--- src/rtl/sm_seq_ctrl_if.sv ---
// Request/step bus for sm_seq_ctrl: two requester handshakes plus the
// stepping-machine link (position in, a/b pulses out) and status flags.
interface sm_seq_ctrl_if;
  logic       req0_valid;
  logic [1:0] req0_target;
  logic       req0_ready;
  logic       req1_valid;
  logic [1:0] req1_target;
  logic       req1_ready;
  logic [1:0] state_in;
  logic       a_out;
  logic       b_out;
  logic       busy;
  logic       done;
  logic       err;
  logic       owner;

  // Environment side: requesters and the stepping machine.
  modport master (
    output req0_valid, req0_target, req1_valid, req1_target, state_in,
    input  req0_ready, req1_ready, a_out, b_out, busy, done, err, owner
  );

  // Controller side.
  modport slave (
    input  req0_valid, req0_target, req1_valid, req1_target, state_in,
    output req0_ready, req1_ready, a_out, b_out, busy, done, err, owner
  );
endinterface

--- src/rtl/sm_seq_ctrl.sv ---
// Sequencing controller for the three-position a/b stepping machine.
// Arbitrates two requesters round-robin, issues one-cycle a (up) / b (down)
// pulses, waits SETTLE cycles after each, and re-reads the position until
// the target is reached (done) or the request is aborted (err).
module sm_seq_ctrl #(
  parameter int unsigned SETTLE    = 2,
  parameter int unsigned MAX_STEPS = 4
) (
  input logic         clk,
  input logic         rst,
  sm_seq_ctrl_if.slave bus
);

  typedef enum logic [2:0] {
    ST_IDLE,
    ST_CHECK,
    ST_STEP,
    ST_SETTLE,
    ST_DONE,
    ST_ERR
  } state_t;

  localparam logic [3:0] SETTLE_LAST = 4'(SETTLE - 1);
  localparam logic [3:0] STEP_LIMIT  = 4'(MAX_STEPS);

  state_t     state;
  state_t     state_nx;
  logic [1:0] target;
  logic [3:0] step_cnt;
  logic [3:0] settle_cnt;
  logic       last;
  logic       owner_r;
  logic       a_r;
  logic       b_r;
  logic       grant0;
  logic       grant1;
  logic [1:0] sel_target;
  logic       step_up;

  // Position order 00 < 01 < 11; the illegal code 10 never reaches a compare.
  function automatic logic [1:0] rank(input logic [1:0] pos);
    case (pos)
      2'b00:   rank = 2'd0;
      2'b01:   rank = 2'd1;
      default: rank = 2'd2;
    endcase
  endfunction

  // Round-robin grant, only in IDLE and never while reset is asserted.
  always_comb begin
    grant0 = 1'b0;
    grant1 = 1'b0;
    if (state == ST_IDLE && !rst) begin
      if (bus.req0_valid && (!bus.req1_valid || last)) grant0 = 1'b1;
      else if (bus.req1_valid)                          grant1 = 1'b1;
    end
  end

  assign sel_target = grant1 ? bus.req1_target : bus.req0_target;

  // Next-state logic and step direction.
  always_comb begin
    state_nx = state;
    step_up  = (rank(bus.state_in) < rank(target));
    unique case (state)
      ST_IDLE: begin
        if (grant0 || grant1) state_nx = (sel_target == 2'b10) ? ST_ERR : ST_CHECK;
      end
      ST_CHECK: begin
        if (bus.state_in == 2'b10)       state_nx = ST_ERR;
        else if (bus.state_in == target) state_nx = ST_DONE;
        else if (step_cnt == STEP_LIMIT) state_nx = ST_ERR;
        else                             state_nx = ST_STEP;
      end
      ST_STEP:   state_nx = ST_SETTLE;
      ST_SETTLE: if (settle_cnt == SETTLE_LAST) state_nx = ST_CHECK;
      ST_DONE:   state_nx = ST_IDLE;
      ST_ERR:    state_nx = ST_IDLE;
      default:   state_nx = ST_IDLE;
    endcase
  end

  // State register.
  always_ff @(posedge clk) begin
    if (rst) state <= ST_IDLE;
    else     state <= state_nx;
  end

  // Request latch, arbitration history, saturating counters and pulse registers.
  always_ff @(posedge clk) begin
    if (rst) begin
      last       <= 1'b1;
      owner_r    <= 1'b0;
      target     <= '0;
      step_cnt   <= '0;
      settle_cnt <= '0;
      a_r        <= 1'b0;
      b_r        <= 1'b0;
    end else begin
      a_r <= (state_nx == ST_STEP) && step_up;
      b_r <= (state_nx == ST_STEP) && !step_up;
      if (grant0 || grant1) begin
        target   <= sel_target;
        owner_r  <= grant1;
        last     <= grant1;
        step_cnt <= '0;
      end else if (state == ST_STEP && step_cnt != '1) begin
        step_cnt <= step_cnt + 4'd1;
      end
      if (state == ST_STEP)                              settle_cnt <= '0;
      else if (state == ST_SETTLE && settle_cnt != '1) settle_cnt <= settle_cnt + 4'd1;
    end
  end

  assign bus.req0_ready = grant0;
  assign bus.req1_ready = grant1;
  assign bus.a_out      = a_r;
  assign bus.b_out      = b_r;
  assign bus.busy       = (state != ST_IDLE);
  assign bus.done       = (state == ST_DONE);
  assign bus.err        = (state == ST_ERR);
  assign bus.owner      = owner_r;

endmodule

--- src/flat_wrapper.sv ---
// flat-port wrapper written by rule: the top's interface ports become plain ports
module sm_seq_ctrl_flat 
#(
  parameter int unsigned SETTLE    = 2,
  parameter int unsigned MAX_STEPS = 4
)
  (clk, rst, bus_req0_valid, bus_req0_target, bus_req1_valid, bus_req1_target, bus_state_in, bus_req0_ready, bus_req1_ready, bus_a_out, bus_b_out, bus_busy, bus_done, bus_err, bus_owner);
  sm_seq_ctrl_if bus_i ();
  input logic clk;
  input logic rst;
  input wire logic [$bits(bus_i.req0_valid)-1:0] bus_req0_valid;
  input wire logic [$bits(bus_i.req0_target)-1:0] bus_req0_target;
  input wire logic [$bits(bus_i.req1_valid)-1:0] bus_req1_valid;
  input wire logic [$bits(bus_i.req1_target)-1:0] bus_req1_target;
  input wire logic [$bits(bus_i.state_in)-1:0] bus_state_in;
  output wire logic [$bits(bus_i.req0_ready)-1:0] bus_req0_ready;
  output wire logic [$bits(bus_i.req1_ready)-1:0] bus_req1_ready;
  output wire logic [$bits(bus_i.a_out)-1:0] bus_a_out;
  output wire logic [$bits(bus_i.b_out)-1:0] bus_b_out;
  output wire logic [$bits(bus_i.busy)-1:0] bus_busy;
  output wire logic [$bits(bus_i.done)-1:0] bus_done;
  output wire logic [$bits(bus_i.err)-1:0] bus_err;
  output wire logic [$bits(bus_i.owner)-1:0] bus_owner;
  assign bus_i.req0_valid = bus_req0_valid;
  assign bus_i.req0_target = bus_req0_target;
  assign bus_i.req1_valid = bus_req1_valid;
  assign bus_i.req1_target = bus_req1_target;
  assign bus_i.state_in = bus_state_in;
  assign bus_req0_ready = bus_i.req0_ready;
  assign bus_req1_ready = bus_i.req1_ready;
  assign bus_a_out = bus_i.a_out;
  assign bus_b_out = bus_i.b_out;
  assign bus_busy = bus_i.busy;
  assign bus_done = bus_i.done;
  assign bus_err = bus_i.err;
  assign bus_owner = bus_i.owner;
  sm_seq_ctrl #(.SETTLE(SETTLE), .MAX_STEPS(MAX_STEPS)) u_core (.clk(clk), .rst(rst), .bus(bus_i));
endmodule
--- config.mk ---
export PLATFORM = sky130hd
export DESIGN_NAME = sm_seq_ctrl_flat
export DESIGN_NICKNAME = d
export VERILOG_FILES = /design/src/rtl/sm_seq_ctrl_if.sv /design/src/rtl/sm_seq_ctrl.sv /design/src/flat_wrapper.sv
export SDC_FILE = /design/constraint.sdc
export NUM_CORES = 1
export LEC_CHECK = 0
export BUFFER_PORTS_ARGS = -buffer_cell sky130_fd_sc_hd__clkbuf_2
export CAP_MARGIN = 20
export CORE_UTILIZATION = 25
export DETAILED_ROUTE_END_ITERATION = 7
export PLACE_DENSITY = 0.49
export SYNTH_ARGS = -nofsm -noshare
export SYNTH_HDL_FRONTEND = slang
export SYNTH_SLANG_ARGS = --single-unit
--- constraint.sdc ---
create_clock -name clk -period 1.5 [get_ports clk]
set_input_delay 0.15 -clock clk [delete_from_list [all_inputs] [get_ports clk]]
set_output_delay 0.15 -clock clk [all_outputs]
set_load 0.01 [all_outputs]
# == Yosys cells after proc, flatten, opt, wreduce, memory -nomap -nowiden ==
# Index checks and enable logic that the tools add are counted.
# classes
muxes,15
reduce_logical,17
shift,0
add_sub_neg,2
n_div,0
n_mul,0
n_bitwise,0
n_lt_le_gt_ge,1
eq_ne,15
# ops
operator,count
two-way mux 3 bit,6
case mux 3 bit (4 select lines),1
"== test 3 x 2 -> 1 bit, second input constant",3
"adder 4 x 1 -> 4 bit, second input constant",2
"!= test 4 bit, second input constant",2
case mux 2 bit (2 select lines),2
"== test 3 bit, second input constant",2
logical AND 1 bit,6
two-way mux 1 bit,5
"== test 2 x 1 -> 1 bit, second input constant",2
"== test 2 bit, second input constant",2
"== test 4 x 1 -> 1 bit, second input constant",1
"== test 4 x 3 -> 1 bit, second input constant",1
zero test 2 bit,2
OR reduction 2 bit,2
"== test 3 x 1 -> 1 bit, second input constant",1
zero test 1 bit,3
zero test 3 bit,1
nonzero test 3 bit,1
== test 2 bit,1
logical OR 1 bit,2
less-than comparator 2 bit,1
two-way mux 2 bit,1
# word_totals
register_bits,17
mem_count,0
latch_bits,0
wordCells,58
output_inout_bits,8
ramBits,0
mem_bits_ro,0
inputBits,10

# == Logic depth before layout (Yosys ltp) ==
# Gate-level depths: netlist of the first run.
# logic_depth
depth_word,12
depth_mapped,6
depth_no_buf,6

# == Worst setup path before layout of the first run ==
# OpenSTA, ideal clock, no wires.
# synth_timing
kind,register to register
from,register u_core.step_cnt[0]
to,register u_core.a_r (netlist: u_core.bus.a_out)
arrival_ns,1.344
synth_period_minus_slack_ns,1.423
n_path_buf,0
setup_time_ns,0.079
path_stages_with_launch,7
t_required_ns,1.421
slack_ns,0.077
path_cell_list,dfxtp_1 inv_1 ha_1 nand3b_1 o221ai_1 or3_1 a211oi_2
# synth_between
elab_chain_len,7
# synth_lines
element,line_no,source
start: declaration,sm_seq_ctrl.sv:29,logic [3:0] step_cnt;
start signal: assignment,sm_seq_ctrl.sv:108,step_cnt <= step_cnt + 4'd1;
== test 4 x 3 -> 1 bit,sm_seq_ctrl.sv:72,else if (step_cnt == STEP_LIMIT) state_nx = ST_ERR;
two-way mux 3 bit,sm_seq_ctrl.sv:72,
two-way mux 3 bit,sm_seq_ctrl.sv:71,else if (bus.state_in == target) state_nx = ST_DONE;
two-way mux 3 bit,sm_seq_ctrl.sv:70,if (bus.state_in == 2'b10) state_nx = ST_ERR;
case mux 3 bit (4 select lines),sm_seq_ctrl.sv:65,unique case (state)
== test 3 x 2 -> 1 bit,sm_seq_ctrl.sv:100,a_r <= (state_nx == ST_STEP) && step_up;
logical AND 1 bit,sm_seq_ctrl.sv:100,
end signal: assignment,sm_seq_ctrl.sv:100,
end: declaration,sm_seq_ctrl.sv:33,logic a_r;
# Every way passes these cells.
# A chain may end at the register's enable or synchronous reset.

# == Final worst setup path of the first run ==
# layout_timing
from,register u_core.state[0]
to,output port bus_req1_ready
# layout_between
elab_chain_len,3
# layout_lines
element,line_no,source
start: declaration,sm_seq_ctrl.sv:26,state_t state;
start signal: assignment,sm_seq_ctrl.sv:86,else state <= state_nx;
zero test 3 bit,sm_seq_ctrl.sv:53,if (state == ST_IDLE && !rst) begin
logical AND 1 bit,sm_seq_ctrl.sv:53,
two-way mux 1 bit,sm_seq_ctrl.sv:53,
end: declaration,flat_wrapper.sv:17,output wire logic [$bits(bus_i.req1_ready)-1:0] bus_req1_ready;
# Every way passes these cells.

==> impl_metrics.py, run 1 <==
metrics = {
    "status": {
        "outcome": "complete, no violations",
    },
    "grt": {
        "antenna_found_initial": 0,
        "grt_start_max_net_pins": 12,
        "gr-total-overflow": 0,
        "grt_use_total": 0.1159,
        "grt_pass1_vias": 892,
        "grt_pass1_wl_mm": 3.657,
    },
    "timing": {
        "setup_viol": 0,
        "maxSlewViolCount": 0,
        "max-slew-margin-rel": 0.7858,
        "rsz0062_at_grt": "yes",
        "max_freq_mhz": 670.4,
        "clock_skew_ps": 0.3816,
        "worst_pin_slew_ps": 316.3,
        "finalCritPeriodShare": 0.9945,
        "fin_crit_ps": 1492,
        "finalSetupTns_ps": 0,
        "holdWs_ps": 183.0,
        "finalHoldViolCount": 0,
    },
    "synthesis": {
        "synthArstFlopShare": 0,
        "synth_edf_count": 0,
        "synthTopCellsByArea": "dfxtp_1, ha_1, xor2_1",
        "synth_cells": 109,
        "syn_avg_cell_area_um2": 8.621,
        "synth_nets": 124,
        "ys_seq_elements": 17,
        "ys.flop_type": "dfxtp_1",
        "ys_seq_area_frac": 0.3622,
        "synth_top_area_share": 0.3622,
        "ys_types": 36,
        "syn_area_um2": 939.7,
        "ys_warn_count": 0,
        "synth_area_leader_cell": "dfxtp_1",
    },
    "finish": {
        "final_cells": 190,
        "multi_input_area_um2": 604.3,
        "mostFrequentLayoutCells": "buf_4, clkbuf_2, nor2_1",
        "drive_gt1_frac": 0.3889,
        "final_common_cell": "buf_4",
        "area_growth_pct": 39.28,
        "num_antenna_cells": 0,
        "nNetsFinal": 160,
        "n_fill_cell": 384,
        "seqCellArea_um2": 347.8,
    },
    "setup_path": {
        "critPathLaunchType": "flip-flop",
        "worstSetupPathType": "reg2out",
        "rrSetupSlack_ps": 90,
        "end_kind": "output pin",
        "r2r_start": "u_core.state[0]",
        "path_cells": "nor4_4, buf_4, nand3_4, inv_2, buf_6",
        "rr_worst_depth": 4,
        "critPathRequiredTime_ps": 1350,
        "worst_r2r_endpoint": "u_core.last",
        "cp_top_family": "simple AND/OR/NAND/NOR gates",
        "slowest_delay_ps": 360,
        "crit_arrival_ps": 1340,
        "critical-path-slowest-cell": "dfxtp_4",
        "cp.buffers_inverters": 3,
        "crit_path_max_fanout": 3,
    },
    "power": {
        "pwr-share-clk": 0.284,
        "power_switching_w": 0.0003527,
        "seq_power_share": 0.430,
        "switching_share": 0.2953,
        "p_int_w": 0.0008415,
        "p_leak_nw": 0.5864,
        "ir_worst_vdd_mv": 0.4172,
        "p_per_area_nw_per_um2": 912.5,
        "p_comb_frac": 0.286,
    },
    "min_path": {
        "hold_path.startpoint": "bus_req1_target[0]",
        "hold_class": "in2reg",
        "whs_endpoint": "u_core.target[0]",
        "worstHoldPathCells": 3,
    },
    "cts": {
        "numCtsBuffers": 3,
        "cts_hold_repair.buffers": 0,
        "clockRootBuffer": "clkbuf_8",
        "cts_buffer_depth": 2,
        "cts_tree": "yes",
        "clock-sinks": 17,
        "clkTransAtPathRegs_ps": 70,
        "htreeDepth": 1,
        "clock_latency_ps": 250,
    },
    "placement": {
        "hpwlAfterDp_mm": 1.581,
        "dp.cells": 178,
        "routabilityCongestion": 0.7704,
        "io_buffer_count": 17,
    },
    "drt": {
        "avgRoutedWirePerCell_um": 11.67,
        "dr.pass1.iters": 4,
        "totalWireLength_mm": 2.217,
        "drt_iter0_markers": 26,
        "drtAntennaViolNets": 0,
        "vias": 882,
        "drc": 0,
        "via_per_inst": 4.642,
    },
    "floorplan": {
        "core-area_um2": 3468,
        "dieArea_um2": 4008,
        "fp.dieH_um": 63.31,
        "fp.dieW_um": 63.31,
        "start_util": 0.2709,
        "pin_count": 18,
        "rows": 21,
    },
    "job": {
        "max-cap-violations": 0,
    },
}
==> timing repair <==
item,CTS,global route
gates cloned,0,0
pin swaps,2,5
gates resized for setup,6,12
setup buffers,2,6
endpoints found under the setup margin,3,7
==> synth_stat cells (2+ instances only) <==
library cell and n:
nor2_1 14, nor3b_1 2, clkbuf_1 2, a21oi_1 2, dfxtp_1 17, nand2_1 5, xor2_1 7, or3_1 2
a41oi_1 2, inv_1 9, nand3_1 11, and3_1 2, mux2i_1 2, nand4_1 3, nand3b_1 4, ha_1 5
==> state kept, by name (all words and copies together), names as in the netlist <==
name / flops
u_core.step_cnt: 4
u_core.bus.a_out: 1
u_core.bus.owner: 1
u_core.state: 3
u_core.settle_cnt: 4
u_core.target: 2
u_core.last: 1
u_core.bus.b_out: 1
==> logic make-up after synthesis <==
group	Yosys count	synth area share
AO/OA/AOI/OAI	15	0.1265
XOR/XNOR	8	0.07457
adder cells (fa/ha/maj)	5	0.06658
buffers and inverters	12	0.05193
flip-flops	17	0.3622
multiplexers	3	0.03329
AND/OR/NAND/NOR	49	0.2850
==> worst register-to-register path, delay by kind of cell (launching register included) <==
kind	cells	cell delay, ps
AO/OA/AOI/OAI	1	270
buffers and inverters	1	180
flip-flops	1	360
AND/OR/NAND/NOR	2	500
==> power groups by stage <==
stage | clock [W] | sequential, W | combinational, W
after floorplan | 0 | 0.000515 | 0.000164
after global placement | 0 | 0.000514 | 0.000276
after detailed placement | 0 | 0.000515 | 0.000278
after CTS | 0.000358 | 0.000509 | 0.000303
after global routing | 0.000381 | 0.000518 | 0.000377
final | 0.000340 | 0.000513 | 0.000341
==> worst max path at each step <==
stage,depth (start not counted),slack (ps),from,end
6_report,5,8,u_core.state[0],bus_req1_ready
5_1_grt,5,-80,u_core.state[0],bus_req1_ready
4_1_cts,3,10,u_core.state[0],u_core.bus.a_out
3_5_place_dp,6,10,u_core.step_cnt[0],u_core.bus.a_out
3_3_place_gp,6,60,u_core.step_cnt[0],u_core.bus.a_out
2_1_floorplan,6,80,u_core.step_cnt[0],u_core.bus.a_out
==> metal layers <==
layer / global-route usage / vias to the layer above / part of all wire
met5: 0 / - / 0
met4: 0.02557 / 0 / 0.0081
met3: 0.04348 / 2 / 0.041
met2: 0.1949 / 11 / 0.49
met1: 0.1394 / 412 / 0.47
li1: - / 457 / -
==> through the flow <==
stage	instance area, µm²	setup slack (ps)	total power [W]	utilization
2_1_floorplan	939.7	76.84	0.0006789	-
3_3_place_gp	1135	58.12	0.0007901	0.3272
3_5_place_dp	1135	12.89	0.0007926	0.3272
4_1_cts	1224	11.29	0.001169	0.3528
5_1_grt	1309	-78.05	0.001276	0.3773
6_report	1309	8.285	0.001194	0.3773
==> final cells by class <==
class | instances | area share
Inverter | 9 | 0.02581
Multi-Input combinational cell | 80 | 0.4618
Tap cell | 46 | 0.04398
Clock buffer | 3 | 0.03155
Sequential cell | 17 | 0.2658
Timing Repair Buffer | 34 | 0.1673
Clock inverter | 1 | 0.003824
Power figures use the tool's default switching activity.
==> run 2: changes to the inputs <==
--- a/config.mk
+++ b/config.mk
@@ -6,10 +6,13 @@
 export NUM_CORES = 1
 export LEC_CHECK = 0
 export BUFFER_PORTS_ARGS = -buffer_cell sky130_fd_sc_hd__clkbuf_2
-export CAP_MARGIN = 20
+export CAP_MARGIN = 0
+export CELL_PAD_IN_SITES_DETAIL_PLACEMENT = 2
+export CELL_PAD_IN_SITES_GLOBAL_PLACEMENT = 2
+export CORE_ASPECT_RATIO = 0.6
 export CORE_UTILIZATION = 25
 export DETAILED_ROUTE_END_ITERATION = 7
-export PLACE_DENSITY = 0.49
+export PLACE_DENSITY = 0.71
 export SYNTH_ARGS = -nofsm -noshare
 export SYNTH_HDL_FRONTEND = slang
 export SYNTH_SLANG_ARGS = --single-unit
==> run 2 against run 1 <==
Effect of this change:
- count of clock-buffer cells in the layout grew 1
- register-to-register slack worse by 70 ps
- largest cell class unchanged
- design area up 2.6%
- utilization grew 1.5 points
- combinational power rose by 14%
- the flow now finishes with violations (setup timing)
- global-route usage up 6.1 points
- die area grew 0.21%
- critical path depth stayed put
==> impl_metrics.py, run 2 (synthesized netlist as in run 1, its figures left out) <==
metrics = {
    "min_path": {
        "whs_endpoint": "u_core.target[1]",
        "hold_class": "in2reg",
        "hold_path.startpoint": "bus_req1_target[1]",
        "worstHoldPathCells": 3,
    },
    "setup_path": {
        "crit_path_max_fanout": 3,
        "worst_r2r_endpoint": "u_core.last",
        "rrSetupSlack_ps": 20,
        "rr_worst_depth": 5,
        "r2r_start": "u_core.state[0]",
        "crit_arrival_ps": 1360,
        "critPathLaunchType": "flip-flop",
        "worstSetupPathType": "reg2out",
        "critPathRequiredTime_ps": 1350,
        "end_kind": "output pin",
    },
    "power": {
        "ir_worst_vdd_mv": 0.3358,
        "p_per_area_nw_per_um2": 943.2,
        "p_leak_nw": 0.5974,
    },
    "timing": {
        "setup_viol": 2,
        "finalCritPeriodShare": 1.005,
        "max-slew-margin-rel": 0.8126,
        "fin_crit_ps": 1508,
        "rsz0062_at_grt": "yes",
        "postLayoutSetupSlackWorst_ps": -8.001,
        "max_freq_mhz": 663.1,
        "worst_pin_slew_ps": 276.8,
        "clock_skew_ps": 0.9487,
        "maxSlewViolCount": 0,
        "finalHoldViolCount": 0,
        "holdWs_ps": 191.3,
    },
    "finish": {
        "final_common_cell": "buf_4",
        "num_antenna_cells": 0,
        "nNetsFinal": 163,
        "reg_top3": "u_core.settle_cnt (4), u_core.step_cnt (4), u_core.state (3)",
        "mostFrequentLayoutCells": "buf_4, clkbuf_2, nor2_1",
        "drive_gt1_frac": 0.4014,
        "n_fill_cell": 390,
        "finish.utilization": 0.3922,
        "area_growth_pct": 42.88,
    },
    "status": {
        "failed_checks": "setup timing",
        "outcome": "finished with violations",
    },
    "cts": {
        "clock-sinks": 17,
        "cts_tree": "yes",
        "numCtsBuffers": 3,
        "clockRootBuffer": "clkbuf_8",
        "clock_latency_ps": 260,
        "clkTransAtPathRegs_ps": 70,
        "cts_buffer_depth": 2,
        "htreeDepth": 1,
        "cts_hold_repair.buffers": 0,
    },
    "grt": {
        "antenna_found_initial": 0,
        "grt_pass1_vias": 1001,
        "grt_start_max_net_pins": 12,
        "grt_use_total": 0.1773,
        "grt_pass1_wl_mm": 5.140,
        "gr-total-overflow": 0,
    },
    "drt": {
        "drtAntennaViolNets": 0,
        "dr.pass1.iters": 4,
        "avgRoutedWirePerCell_um": 17.48,
        "totalWireLength_mm": 3.357,
        "via_per_inst": 4.943,
        "drt_iter0_markers": 61,
        "vias": 949,
        "drc": 0,
    },
    "floorplan": {
        "start_util": 0.2745,
        "dieArea_um2": 4016,
        "core-area_um2": 3423,
        "fp.dieH_um": 49.49,
        "fp.dieW_um": 81.15,
        "pin_count": 18,
        "rows": 16,
    },
    "placement": {
        "place_ws_ps": -78.15,
        "routabilityCongestion": 0.7566,
        "hpwlAfterDp_mm": 2.349,
        "io_buffer_count": 17,
    },
    "job": {
        "max-cap-violations": 0,
    },
}
==> run 2: how the worst max path moves through the flow <==
stage | start | end | cells past startpoint
after floorplan | u_core.step_cnt[0] | u_core.bus.a_out | 6
after global placement | u_core.step_cnt[0] | u_core.bus.a_out | 6
after detailed placement | u_core.step_cnt[0] | u_core.bus.a_out | 6
after CTS | u_core.state[2] | bus_req1_ready | 5
after global routing | u_core.state[0] | bus_req0_ready | 5
final | u_core.state[0] | bus_req1_ready | 5
==> run 2: per-layer routing <==
metal  share of wire  track usage
met5               0            0
met4               0      0.03274
met3           0.028      0.05000
met2            0.51       0.3053
met1            0.46       0.2201
==> run 2: where the power goes <==
group / internal, W / leakage, nW / switching (W) / total [W]
Sequential: 0.000483 / 0.141 / 0.0000312 / 0.000514
Combinational: 0.000192 / 0.434 / 0.000197 / 0.000389
Clock: 0.000189 / 0.0228 / 0.000174 / 0.000363
Total: 0.000864 / 0.597 / 0.000402 / 0.00127
==> run 2: layout make-up <==
class / count / area [µm²] / area share
clock buffer: 4 / 45.04 / 0.03355
inverter: 9 / 33.78 / 0.02516
sequential: 17 / 351.6 / 0.2619
tap: 45 / 56.30 / 0.04194
timing repair buffer: 37 / 247.7 / 0.1845
multi-input combinational: 80 / 608.1 / 0.4529
==> run 2: critical path, cell delays in order, from the launching register on <==
cell and delay [ps]:
dfxtp_4 360, nor4_4 300, buf_4 180, nand3_4 80, inv_2 80, buf_6 100
==> run 2: per-stage QoR <==
step | total power, W | instance area, µm² | setup TNS, ps | cells
3_5_place_dp | 0.0008168 | 1141 | -78.15 | 178
2_1_floorplan | 0.0006789 | 939.7 | 0 | 109
5_1_grt | 0.001344 | 1343 | -156.8 | 192
6_report | 0.001266 | 1343 | -13.21 | 192
4_1_cts | 0.001222 | 1261 | -43.36 | 186
3_3_place_gp | 0.0007987 | 1141 | 0 | 178
==> run 2: repair_timing <==
action                                  CTS  global route
pin swaps                                 3             2
gates resized for setup                  12            11
endpoints found under the setup margin    5             9
buffers inserted                          4             6
